`config.mk`:
```
export PLATFORM = sky130hd
export DESIGN_NAME = mult_div_unit
export DESIGN_NICKNAME = d
export VERILOG_FILES = /design/src/rtl/mult_div_unit.sv
export SDC_FILE = /design/constraint.sdc
export NUM_CORES = 1
export LEC_CHECK = 0
export ABC_AREA = 0
export BUFFER_PORTS_ARGS = -buffer_cell sky130_fd_sc_hd__buf_2
export CAP_MARGIN = 25
export CORE_MARGIN = 2
export CORE_UTILIZATION = 30
export DETAILED_ROUTE_END_ITERATION = 6
export GPL_TIMING_DRIVEN = 1
export PLACE_DENSITY_LB_ADDON = 0.15
export SETUP_SLACK_MARGIN = 0.05
export SLEW_MARGIN = 25
export SYNTH_ARGS = -nofsm -noshare
export SYNTH_HDL_FRONTEND = slang
export SYNTH_SLANG_ARGS = --single-unit
```
`constraint.sdc`:
```
create_clock -name clk -period 4.6 [get_ports clk]
set_input_delay 0.23 -clock clk [delete_from_list [all_inputs] [get_ports clk]]
set_output_delay 0.23 -clock clk [all_outputs]
set_load 0.01 [all_outputs]
```
`src/rtl/mult_div_unit.sv`:
```
// Iterative MIPS multiply/divide unit with architectural HI/LO registers.
// Shift-add multiply and restoring divide on magnitudes, sign-corrected in a final cycle.
module mult_div_unit #(
  parameter int unsigned WIDTH = 32,
  parameter int unsigned CNT_W = 5
) (
  input  logic             clk,
  input  logic             reset,
  input  logic             start,
  input  logic [1:0]       op,
  input  logic [WIDTH-1:0] src_a,
  input  logic [WIDTH-1:0] src_b,
  input  logic             hi_we,
  input  logic             lo_we,
  output logic [WIDTH-1:0] hi,
  output logic [WIDTH-1:0] lo,
  output logic             busy,
  output logic             done
);

  localparam logic [1:0] StIdle = 2'd0;
  localparam logic [1:0] StRun  = 2'd1;
  localparam logic [1:0] StFix  = 2'd2;

  logic [1:0]         state_q, state_d;
  logic               div_q, div_d;
  logic [WIDTH-1:0]   opnd_q, opnd_d;
  logic [WIDTH-1:0]   raw_a_q, raw_a_d;
  logic [2*WIDTH-1:0] acc_q, acc_d;
  logic               sign_q, sign_d;
  logic               rsign_q, rsign_d;
  logic               dz_q, dz_d;
  logic [CNT_W-1:0]   cnt_q, cnt_d;
  logic [WIDTH-1:0]   hi_q, hi_d;
  logic [WIDTH-1:0]   lo_q, lo_d;
  logic               done_q, done_d;

  logic               a_neg, b_neg;
  logic [WIDTH-1:0]   a_mag, b_mag;
  logic [WIDTH:0]     mul_sum, div_trial;
  logic [2*WIDTH-1:0] mul_next, div_next;
  logic [WIDTH-1:0]   quot, rem;

  always_comb begin
    a_neg = ~op[0] & src_a[WIDTH-1];
    b_neg = ~op[0] & src_b[WIDTH-1];
    a_mag = a_neg ? (~src_a + 1'b1) : src_a;
    b_mag = b_neg ? (~src_b + 1'b1) : src_b;

    // Multiply: add multiplicand into the upper half (with carry), then shift right.
    mul_sum  = {1'b0, acc_q[2*WIDTH-1:WIDTH]} + {1'b0, opnd_q};
    mul_next = acc_q[0] ? {mul_sum, acc_q[WIDTH-1:1]} : {1'b0, acc_q[2*WIDTH-1:1]};

    // Divide: trial subtract on the shifted remainder, which needs WIDTH+1 bits.
    div_trial = acc_q[2*WIDTH-1:WIDTH-1] - {1'b0, opnd_q};
    div_next  = div_trial[WIDTH] ? {acc_q[2*WIDTH-2:0], 1'b0}
                                 : {div_trial[WIDTH-1:0], acc_q[WIDTH-2:0], 1'b1};

    quot = acc_q[WIDTH-1:0];
    rem  = acc_q[2*WIDTH-1:WIDTH];
  end

  always_comb begin
    state_d = state_q;
    div_d   = div_q;
    opnd_d  = opnd_q;
    raw_a_d = raw_a_q;
    acc_d   = acc_q;
    sign_d  = sign_q;
    rsign_d = rsign_q;
    dz_d    = dz_q;
    cnt_d   = cnt_q;
    hi_d    = hi_q;
    lo_d    = lo_q;
    done_d  = 1'b0;

    unique case (state_q)
      StIdle: begin
        if (start) begin
          div_d   = op[1];
          opnd_d  = op[1] ? b_mag : a_mag;
          acc_d   = {{WIDTH{1'b0}}, (op[1] ? a_mag : b_mag)};
          sign_d  = a_neg ^ b_neg;
          rsign_d = a_neg;
          dz_d    = (src_b == '0);
          raw_a_d = src_a;
          cnt_d   = '0;
          state_d = StRun;
        end else begin
          if (hi_we) hi_d = src_a;
          if (lo_we) lo_d = src_a;
        end
      end
      StRun: begin
        acc_d = div_q ? div_next : mul_next;
        cnt_d = cnt_q + 1'b1;
        if (cnt_q == CNT_W'(WIDTH - 1)) state_d = StFix;
      end
      StFix: begin
        if (!div_q) begin
          {hi_d, lo_d} = sign_q ? (~acc_q + 1'b1) : acc_q;
        end else if (dz_q) begin
          lo_d = '1;
          hi_d = raw_a_q;
        end else begin
          lo_d = sign_q ? (~quot + 1'b1) : quot;
          hi_d = rsign_q ? (~rem + 1'b1) : rem;
        end
        done_d  = 1'b1;
        state_d = StIdle;
      end
      default: state_d = StIdle;
    endcase
  end

  always_ff @(posedge clk or negedge reset) begin
    if (!reset) begin
      state_q <= StIdle;
      div_q   <= 1'b0;
      opnd_q  <= '0;
      raw_a_q <= '0;
      acc_q   <= '0;
      sign_q  <= 1'b0;
      rsign_q <= 1'b0;
      dz_q    <= 1'b0;
      cnt_q   <= '0;
      hi_q    <= '0;
      lo_q    <= '0;
      done_q  <= 1'b0;
    end else begin
      state_q <= state_d;
      div_q   <= div_d;
      opnd_q  <= opnd_d;
      raw_a_q <= raw_a_d;
      acc_q   <= acc_d;
      sign_q  <= sign_d;
      rsign_q <= rsign_d;
      dz_q    <= dz_d;
      cnt_q   <= cnt_d;
      hi_q    <= hi_d;
      lo_q    <= lo_d;
      done_q  <= done_d;
    end
  end

  assign hi   = hi_q;
  assign lo   = lo_q;
  assign busy = (state_q != StIdle);
  assign done = done_q;

endmodule
```
==> flow_summary.toml, run 1 <==
[grt]
grt_pass1_vias = 16419
grt_overflow_total = 0
grt_max_degree = 107
antenna_found_initial = 0
grt_pass1_wl_um = 107000
grt.total_usage = 0.237

[drt]
wl_met3_um = 4820
wl_per_cell_um = 23.9
vias = 16867
wl_met1_um = 32900
vias_per_cell = 5.60
first_pass_iters = 6
top_layer_used = "met4"
antenna_left = 0
route.detailed.drc = 0
wl_met2_um = 31500
drt_iter0_drc = 1337
totalWireLength_um = 71900

[timing]
fin_crit_ps = 3830
setup_ws_ps = 770
slew_viol_final = 0
slew_headroom = 0.290
setup_tns_ps = 0
fmax_mhz = 261
hold_viol = 0
setup_viol = 0
fin_crit_sh = 0.833
grt_setup_unrepaired = "no"
tightest_slew_ps = 1060
finClkSkew_ps = 16.7

[outcome]
outcome = "finished clean"

[synth]
ys_top_cells_by_area = "dfrtp_1 30%, nand2_1 6.7%, o21ai_0 5.9%"
yosysSeqAreaShare = 0.297
ys_ff_latch = 204
synth_cells = 2211
synth_fp_nets = 2354
synthArstFlopShare = 1.00
ys_warn_count = 0
synth_edf_count = 0
netlist.area_leader.share = 0.297
synth_area_leader_cell = "dfrtp_1"
syn_area_per_cell_um2 = 7.78
synth_area_um2 = 17200
yosysUniqueCellTypes = 78
synthFlopType = "dfrtp_1"

[floorplanning]
pin_count = 137
die_y_um = 243
fp.dieW_um = 243
rows = 87
die-area_um2 = 59200
start_util = 0.304
coreArea_um2 = 56500

[worst_setup_path]
critical_path_arrival_ps = 4280
crit_path_frequent_cell = "a21oi_1"
crit_chain = "inv_1 -> ha_1 -> fa_1 -> nand2b_1 -> a21oi_1 -> o211ai_1 -> a21oi_1 -> o21ai_0 -> and3b_1 -> nor2_2 -> buf_4 -> mux2_2 -> a2bb2oi_1"
worst_path_max_delay_cell = "dfrtp_1"
start_kind = "flop"
path_depth = 13
regToRegSetupSlack_ps = 770
critical_path.top_delay_family = "compound AO/OA/AOI/OAI gates"
r2r_start = "acc_q[31]"
worstSetupPathType = "flop to flop"
crit_required_ps = 5050
reg2reg_depth = 13
r2r-end = "acc_q[61]"
crit_path_end = "acc_q[61]"
worst_setup_path_end_kind = "flop"
max_stage_delay_ps = 470
path_buf_inv = 2
setup.worst_path.start = "acc_q[31]"
path_max_fanout = 14

[cts]
post_cts_resized = 0
cts_max_path_buffers = 3
insertion_delay_ps = 570
cts.sinks = 204
cts_tree = "done"
clk_root_buffer_cell = "clkbuf_16"
clkSlewWorstSetupHoldPaths_ps = 60
cts_buffers = 27
htreeDepth = 1

[final_layout]
fin_area_um2 = 19400
drive_gt1_frac = 0.117
fin_nets = 2375
area_growth_pct = 12.8
nFillCells = 5913
post-route-util = 0.343

[placement]
gp_congestion = 0.878
port_buffers = 136
postPlaceCellArea_um2 = 18400
place_ws_ps = 828
dp_hpwl_um = 53200

[power_and_ir_drop]
leakage_uw = 0.00818
p_per_area_nw_per_um2 = 837
peakVddDrop_v = 0.000309
power_uw = 16200

[flow_run]
maxCapViolations = 0

[worst_hold_path]
holdPathStages = 3
hold_class = "input port to flop"
[tightest hold or removal path: stages]
cell	delay, ps
buf_2	180
nand2_1	80
nand2_1	40
[routing by layer]
layer  track usage  vias to the layer above
li1              -                     7977
met1         0.329                     8207
met5             0                        -
met3        0.0412                      104
met2         0.367                      579
met4        0.0846                        0
[per-stage QoR]
stage	hold WS, ps	cells
after floorplan	-65.6	2211
after global placement	264	2954
after detailed placement	271	2954
after CTS	0.617	3006
after global routing	22.2	3006
final	17.9	3013
[where the power goes]
part / switching, uW / internal [uW]
logic: 5910 / 4160
registers: 1320 / 2670
clock network: 882 / 1290
total: 8110 / 8130
[cells by family (layout without fill, tap and decap cells)]
group,after synthesis,in the layout,share of synthesized area
AOI/OAI and AO/OA,714,714,0.258
xor gates and xnor gates,197,197,0.100
adders and majority gates,72,72,0.0533
buffers and inverters,247,286,0.0557
DFF,204,204,0.297
muxes,85,85,0.0500
other,0,7,0
and+or+nand+nor,692,692,0.185
[worst min path at each step]
stage                  endpoint  startpoint
finish              raw_a_q[18]   src_a[18]
detailed placement         done       reset
CTS                 raw_a_q[29]   src_a[29]
global route        raw_a_q[29]   src_a[29]
global placement    raw_a_q[11]       reset
floorplan              acc_q[0]       reset
[synthesized netlist by cell type, types with 13 or more instances]
master / instances
nor2_1: 155
nand4_1: 15
nand2_1: 307
a21o_1: 43
a221oi_1: 14
o41ai_1: 13
o31ai_1: 28
xor2_1: 88
nor4_1: 13
nand2b_1: 21
nand3_1: 31
o211ai_1: 20
dfrtp_1: 204
a31oi_1: 20
mux2i_1: 78
buf_1: 15
o221ai_1: 17
o22ai_1: 42
nor2b_1: 22
xnor2_1: 109
inv_1: 59
a21oi_1: 179
nor3_1: 36
or2_2: 14
or3_1: 16
or4_1: 16
o21ai_0: 204
ha_1: 70
o21a_1: 14
clkbuf_1: 158
a211oi_1: 63
[sequential cells by signal, indices dropped and copies added, names as in the netlist]
| register | cells |
|---|---|
| cnt_q | 5 |
| raw_a_q | 32 |
| done | 1 |
| acc_q | 64 |
| lo | 32 |
| dz_q | 1 |
| sign_q | 1 |
| opnd_q | 32 |
| rsign_q | 1 |
| div_q | 1 |
| state_q | 2 |
| hi | 32 |
[final cells by class]
cell class | instances | area, um2 | area share
clock buffers | 39 | 791 | 0.0408
multi-input cells | 1760 | 11200 | 0.575
flip-flops and latches | 204 | 5110 | 0.263
inverters | 60 | 225 | 0.0116
repair buffers | 179 | 1050 | 0.0543
clock inverters | 8 | 95.1 | 0.00490
well taps | 756 | 946 | 0.0487
diodes | 7 | 17.5 | 0.000903
[cells in the final DEF (no fill, tap or decap), types with 63 or more instances in the layout]
| master | instances |
|---|---|
| buf_2 | 134 |
| o21ai_0 | 204 |
| mux2i_1 | 78 |
| ha_1 | 70 |
| nor2_1 | 150 |
| dfrtp_1 | 201 |
| a211oi_1 | 63 |
| a21oi_1 | 179 |
| xnor2_1 | 109 |
| xor2_1 | 88 |
| nand2_1 | 307 |
[timing repair]
action,4_1_cts,5_1_grt
endpoints found under the hold margin,74,0
buffers inserted,0,0
hold buffers,5,0
Power figures use the tool's default switching activity.
==> run 2, diff against run 1 <==
==> constraint.sdc (replaced) <==
create_clock -name clk -period 3.5 [get_ports clk]
set_input_delay 0.175 -clock clk [delete_from_list [all_inputs] [get_ports clk]]
set_output_delay 0.175 -clock clk [all_outputs]
set_load 0.01 [all_outputs]
==> run 2 against run 1 <==
Compared with the run above:
- global-route usage up 1.3 points
- cell count up 3.9%
- sequential power up 21%
- flip-flop and latch count unchanged
- clock skew up 12 ps
- critical path depth down 4
- die area unchanged
- via count up 4.8%
- critical path type unchanged
- critical endpoint is now hi[14]
- largest cell class unchanged
==> flow_summary.toml, run 2 (synthesis gave the netlist of run 1 again) <==
[outcome]
outcome = "finished clean"

[grt]
busiest_layer = "met2"
met1_usage = 0.346
grt_max_degree = 73
grt_pass1_vias = 17223
grt_overflow_total = 0
gr-usage-met3 = 0.0429
grt.total_usage = 0.250
antenna_found_initial = 2
grt_pass1_wl_um = 113000
groute.layer.met2.usage = 0.390

[cts]
insertion_delay_ps = 580
clk_root_buffer_cell = "clkbuf_16"
cts_buffers = 27
clkSlewWorstSetupHoldPaths_ps = 60
htreeDepth = 1
cts.sinks = 204
cts_tree = "done"
cts_max_path_buffers = 3

[final_layout]
final_common_cell = "nand2_1"
multi_input_area_um2 = 11200
final-seq-area_um2 = 5110
mostFrequentLayoutCells = "307 x nand2_1, 201 x o21ai_0, 201 x dfrtp_1, 173 x a21oi_1, 151 x nor2_1"
drive_gt1_frac = 0.163
top_register = "acc_q"
fin_nets = 2496
largest_reg_flops = 64
nFillCells = 5928
area_growth_pct = 18.8

[worst_hold_path]
hold_class = "input port to flop"
holdPathStages = 4
min_to = "raw_a_q[7]"
min_from = "src_a[7]"

[worst_setup_path]
crit_required_ps = 3940
worst_path_max_delay_cell = "or4_1"
start_kind = "flop"
regToRegSetupSlack_ps = 220
worstSetupPathType = "flop to flop"
reg2reg_depth = 9
crit_chain = "or4_1 -> or3_1 -> or3_1 -> or2_2 -> o21a_1 -> xor2_1 -> buf_4 -> o21ai_0 -> a21oi_1"
r2r-end = "hi[14]"
path_max_fanout = 14
path_buf_inv = 1
worst_setup_path_end_kind = "flop"
critical_path.top_delay_family = "simple AND/OR/NAND/NOR gates"
r2r_start = "acc_q[25]"
critical_path_arrival_ps = 3730
crit_path_frequent_cell = "or3_1"
max_stage_delay_ps = 550

[power_and_ir_drop]
leakage_uw = 0.00878
peakVddDrop_v = 0.000631
p_per_area_nw_per_um2 = 1100

[floorplanning]
die-area_um2 = 59200
start_util = 0.304
die_y_um = 243
rows = 87
pin_count = 137
coreArea_um2 = 56500
fp.dieW_um = 243

[placement]
dp_hpwl_um = 56900
place_ws_ps = 4.60
port_buffers = 136
gp_congestion = 0.917

[timing]
hold_viol = 0
setup_ws_ps = 215
setup_viol = 0
finClkSkew_ps = 28.2
slew_viol_final = 0
fin_crit_ps = 3280
grt_setup_unrepaired = "yes"
fin_crit_sh = 0.938
tightest_slew_ps = 1030
fmax_mhz = 304
slew_headroom = 0.306
setup_tns_ps = 0

[drt]
drt_iter0_drc = 1488
vias_per_cell = 5.65
wl_per_cell_um = 24.1
route.detailed.drc = 0
totalWireLength_um = 75300
antenna_left = 0
vias = 17676
first_pass_iters = 5

[flow_run]
maxCapViolations = 0
## run 2: cell types whose count changed in the layout (fill, tap and decap cells not counted), moves of 3 or more
cell / delta
a21oi_2: +6
buf_4: +105
o21ai_0: -3
a21oi_1: -6
diode_2: -6
dlygate4sd3_1: +15
## run 2: worst max path at each step
stage	from	endpoint	slack (ps)	depth (start not counted)
CTS	acc_q[32]	acc_q[61]	30	12
floorplan	acc_q[32]	acc_q[43]	150	14
global route	acc_q[25]	hi[14]	50	9
finish	acc_q[25]	hi[14]	220	9
global placement	acc_q[35]	acc_q[56]	10	11
detailed placement	opnd_q[0]	acc_q[59]	5	14
## run 2: metal layers
metal	part of all wire	up-vias	routed length (um)
met1	0.45	8675	34000
met2	0.44	685	33000
li1	-	8203	-
met3	0.070	109	5260
met4	0.041	4	3050
met5	0.00035	-	26
## run 2: power by group
part,internal (uW),switching [uW],total (uW)
Combinational,6140,8560,14700
Sequential,3520,1300,4820
Clock,1740,1200,2940
## run 2: final cells by class
| type | count | share of cell area |
|---|---|---|
| timing repair buffer | 300 | 0.0985 |
| inverter | 60 | 0.0110 |
| multi-input combinational | 1760 | 0.549 |
| antenna | 1 | 0.000122 |
| sequential | 204 | 0.250 |
| clock inverter | 13 | 0.00753 |
| tap | 756 | 0.0463 |
| clock buffer | 37 | 0.0374 |
## run 2: through the flow
| step | util | cell area (um2) | hold WS, ps | std cells | power, uW |
|---|---|---|---|---|---|
| 2_1_floorplan | - | 17200 | -121 | 2211 | 14300 |
| 3_3_place_gp | 0.340 | 19200 | 175 | 3058 | 19100 |
| 3_5_place_dp | 0.340 | 19200 | 179 | 3058 | 19100 |
| 4_1_cts | 0.360 | 20400 | 6.34 | 3128 | 22200 |
| 5_1_grt | 0.362 | 20400 | 35.2 | 3130 | 24200 |
| 6_report | 0.362 | 20400 | 27.6 | 3131 | 22500 |
## run 2: worst register-to-register path, cell delays in order (launching register included)
cell,delay [ps]
dfrtp_1,480
or4_1,560
or3_1,370
or3_1,390
or2_2,500
o21a_1,280
xor2_1,170
buf_4,170
o21ai_0,150
a21oi_1,80
## run 2: timing repair
item                       4_1_cts  5_1_grt
hold buffers                    20        0
gates cloned                     0        0
hold endpoints to repair        81        0
resized for setup                3       17
setup endpoints to repair        9       36
pin swaps                        0        3
setup buffers                    0        2
==> run 3, diff against run 2 <==
--- a/config.mk
+++ b/config.mk
@@ -12,7 +12,7 @@
 export CORE_UTILIZATION = 30
 export DETAILED_ROUTE_END_ITERATION = 6
 export GPL_TIMING_DRIVEN = 1
-export PLACE_DENSITY_LB_ADDON = 0.15
+export PLACE_DENSITY = 0.52
 export SETUP_SLACK_MARGIN = 0.05
 export SLEW_MARGIN = 25
 export SYNTH_ARGS = -nofsm -noshare
==> run 3 against run 2 <==
Compared with the run above:
- via count is 1.5% higher
- combinational power hardly changed
- highest routed layer unchanged
- power is 1.1% higher
- register-to-register slack worse by 50 ps
- largest cell class unchanged
==> flow_summary.toml, run 3 (synthesis gave the netlist of run 1 again) <==
[worst_setup_path]
start_kind = "input port"
worst_setup_path_end_kind = "flop"
path_max_fanout = 4
crit_required_ps = 3930
worstSetupPathType = "input port to flop"
critical_path_arrival_ps = 3790

[floorplanning]
die-area_um2 = 59200
start_util = 0.304
rows = 87
die_y_um = 243
coreArea_um2 = 56500
fp.dieW_um = 243
pin_count = 137

[outcome]
outcome = "finished clean"

[cts]
clkSlewWorstSetupHoldPaths_ps = 60
htreeDepth = 1
cts_tree = "done"
cts_buffers = 28
cts.sinks = 204
clk_root_buffer_cell = "clkbuf_16"
cts_max_path_buffers = 3
insertion_delay_ps = 590

[placement]
gp_congestion = 0.939
place_ws_ps = -164
dp_hpwl_um = 55700
port_buffers = 136

[drt]
route.detailed.drc = 0
vias_per_cell = 5.74
vias = 17946
totalWireLength_um = 74500
antenna_left = 0
drt_iter0_drc = 1854
wl_per_cell_um = 23.8
first_pass_iters = 6

[timing]
fin_crit_ps = 3360
hold_viol = 0
hold_slack_ps = 21.1
setup_viol = 0
fmax_mhz = 298
slew_headroom = 0.320
finClkSkew_ps = 22.7
slew_viol_final = 0
setup_ws_ps = 143
grt_setup_unrepaired = "no"
fin_crit_sh = 0.959
tightest_slew_ps = 1020

[grt]
grt.total_usage = 0.245
grt_overflow_total = 0
grt_max_degree = 83
grt_pass1_wl_um = 112000
grt_pass1_vias = 17322
antenna_found_initial = 3

[power_and_ir_drop]
leakage_uw = 0.00882
peakVddDrop_v = 0.000496
power_uw = 22700
p_per_area_nw_per_um2 = 1110

[final_layout]
area_growth_pct = 19.2
fin_nets = 2494
diodes = 0
largest_reg_flops = 64
mostFrequentLayoutCells = "307 x nand2_1, 202 x o21ai_0, 200 x dfrtp_1, 176 x a21oi_1, 151 x nor2_1"
drive_gt1_frac = 0.159
final_common_cell = "nand2_1"
top_register = "acc_q"

[flow_run]
maxCapViolations = 0

[worst_hold_path]
hold_class = "input port to flop"
==> run 3: what timing repair did <==
action                     4_1_cts  5_1_grt
setup endpoints to repair       30       35
buffers inserted                 0        1
hold endpoints to repair        92        0
hold buffers                    21        0
pin swaps                        0        3
resized for setup                4       11
==> run 3: worst paths after layout <==
| check | end | depth (start not counted) | start | slack, ps |
|---|---|---|---|---|
| worst min-delay path | raw_a_q[17] | 4 | src_a[17] | 20 |
| worst max-delay path | opnd_q[28] | 11 | src_a[5] | 140 |
| worst min register to register | raw_a_q[29] | 2 | raw_a_q[29] | 470 |
| max in group asynchronous | acc_q[48] | 3 | reset | 2330 |
| min in group asynchronous | raw_a_q[18] | 2 | reset | 150 |
| worst max register to register | hi[31] | 8 | acc_q[32] | 170 |
==> run 3: through the flow <==
stage	TNS (ps)	util	instance area [um2]	cells
2_1_floorplan	0	-	17200	2211
3_5_place_dp	-2050	0.340	19200	3055
6_report	0	0.363	20500	3128
4_1_cts	0	0.362	20400	3127
3_3_place_gp	0	0.340	19200	3055
5_1_grt	0	0.363	20500	3128
==> run 3: cell type report <==
cell class / count / area, um2
Fill cell: 5946 / 36000
Multi-Input combinational cell: 1760 / 11200
Sequential cell: 204 / 5110
Timing Repair Buffer: 297 / 2000
Tap cell: 756 / 946
Clock buffer: 41 / 841
Inverter: 60 / 225
Clock inverter: 10 / 156
==> run 3: layer usage <==
metal,global-route usage,vias up,wire length (um)
met4,0.0956,4,3230
met3,0.0389,155,5930
met2,0.383,858,32900
met1,0.337,8739,32400
li1,-,8190,-
met5,0,-,24
==> run 3: report_power, final <==
part	total (uW)	switching [uW]	leakage, uW	internal [uW]
clock network	3180	1240	0.000490	1950
registers	4670	1150	0.00245	3520
logic	14900	8720	0.00587	6130
==> run 3: worst max-delay path, cell delays in order <==
cell and delay [ps]:
dlygate4sd3_1 540, buf_2 150, or4_1 630, or4_1 580, nand2b_1 210, nand2b_1 220
nor3_1 190, a21oi_1 110, xnor2_1 180, o211ai_1 590, o21ai_0 200
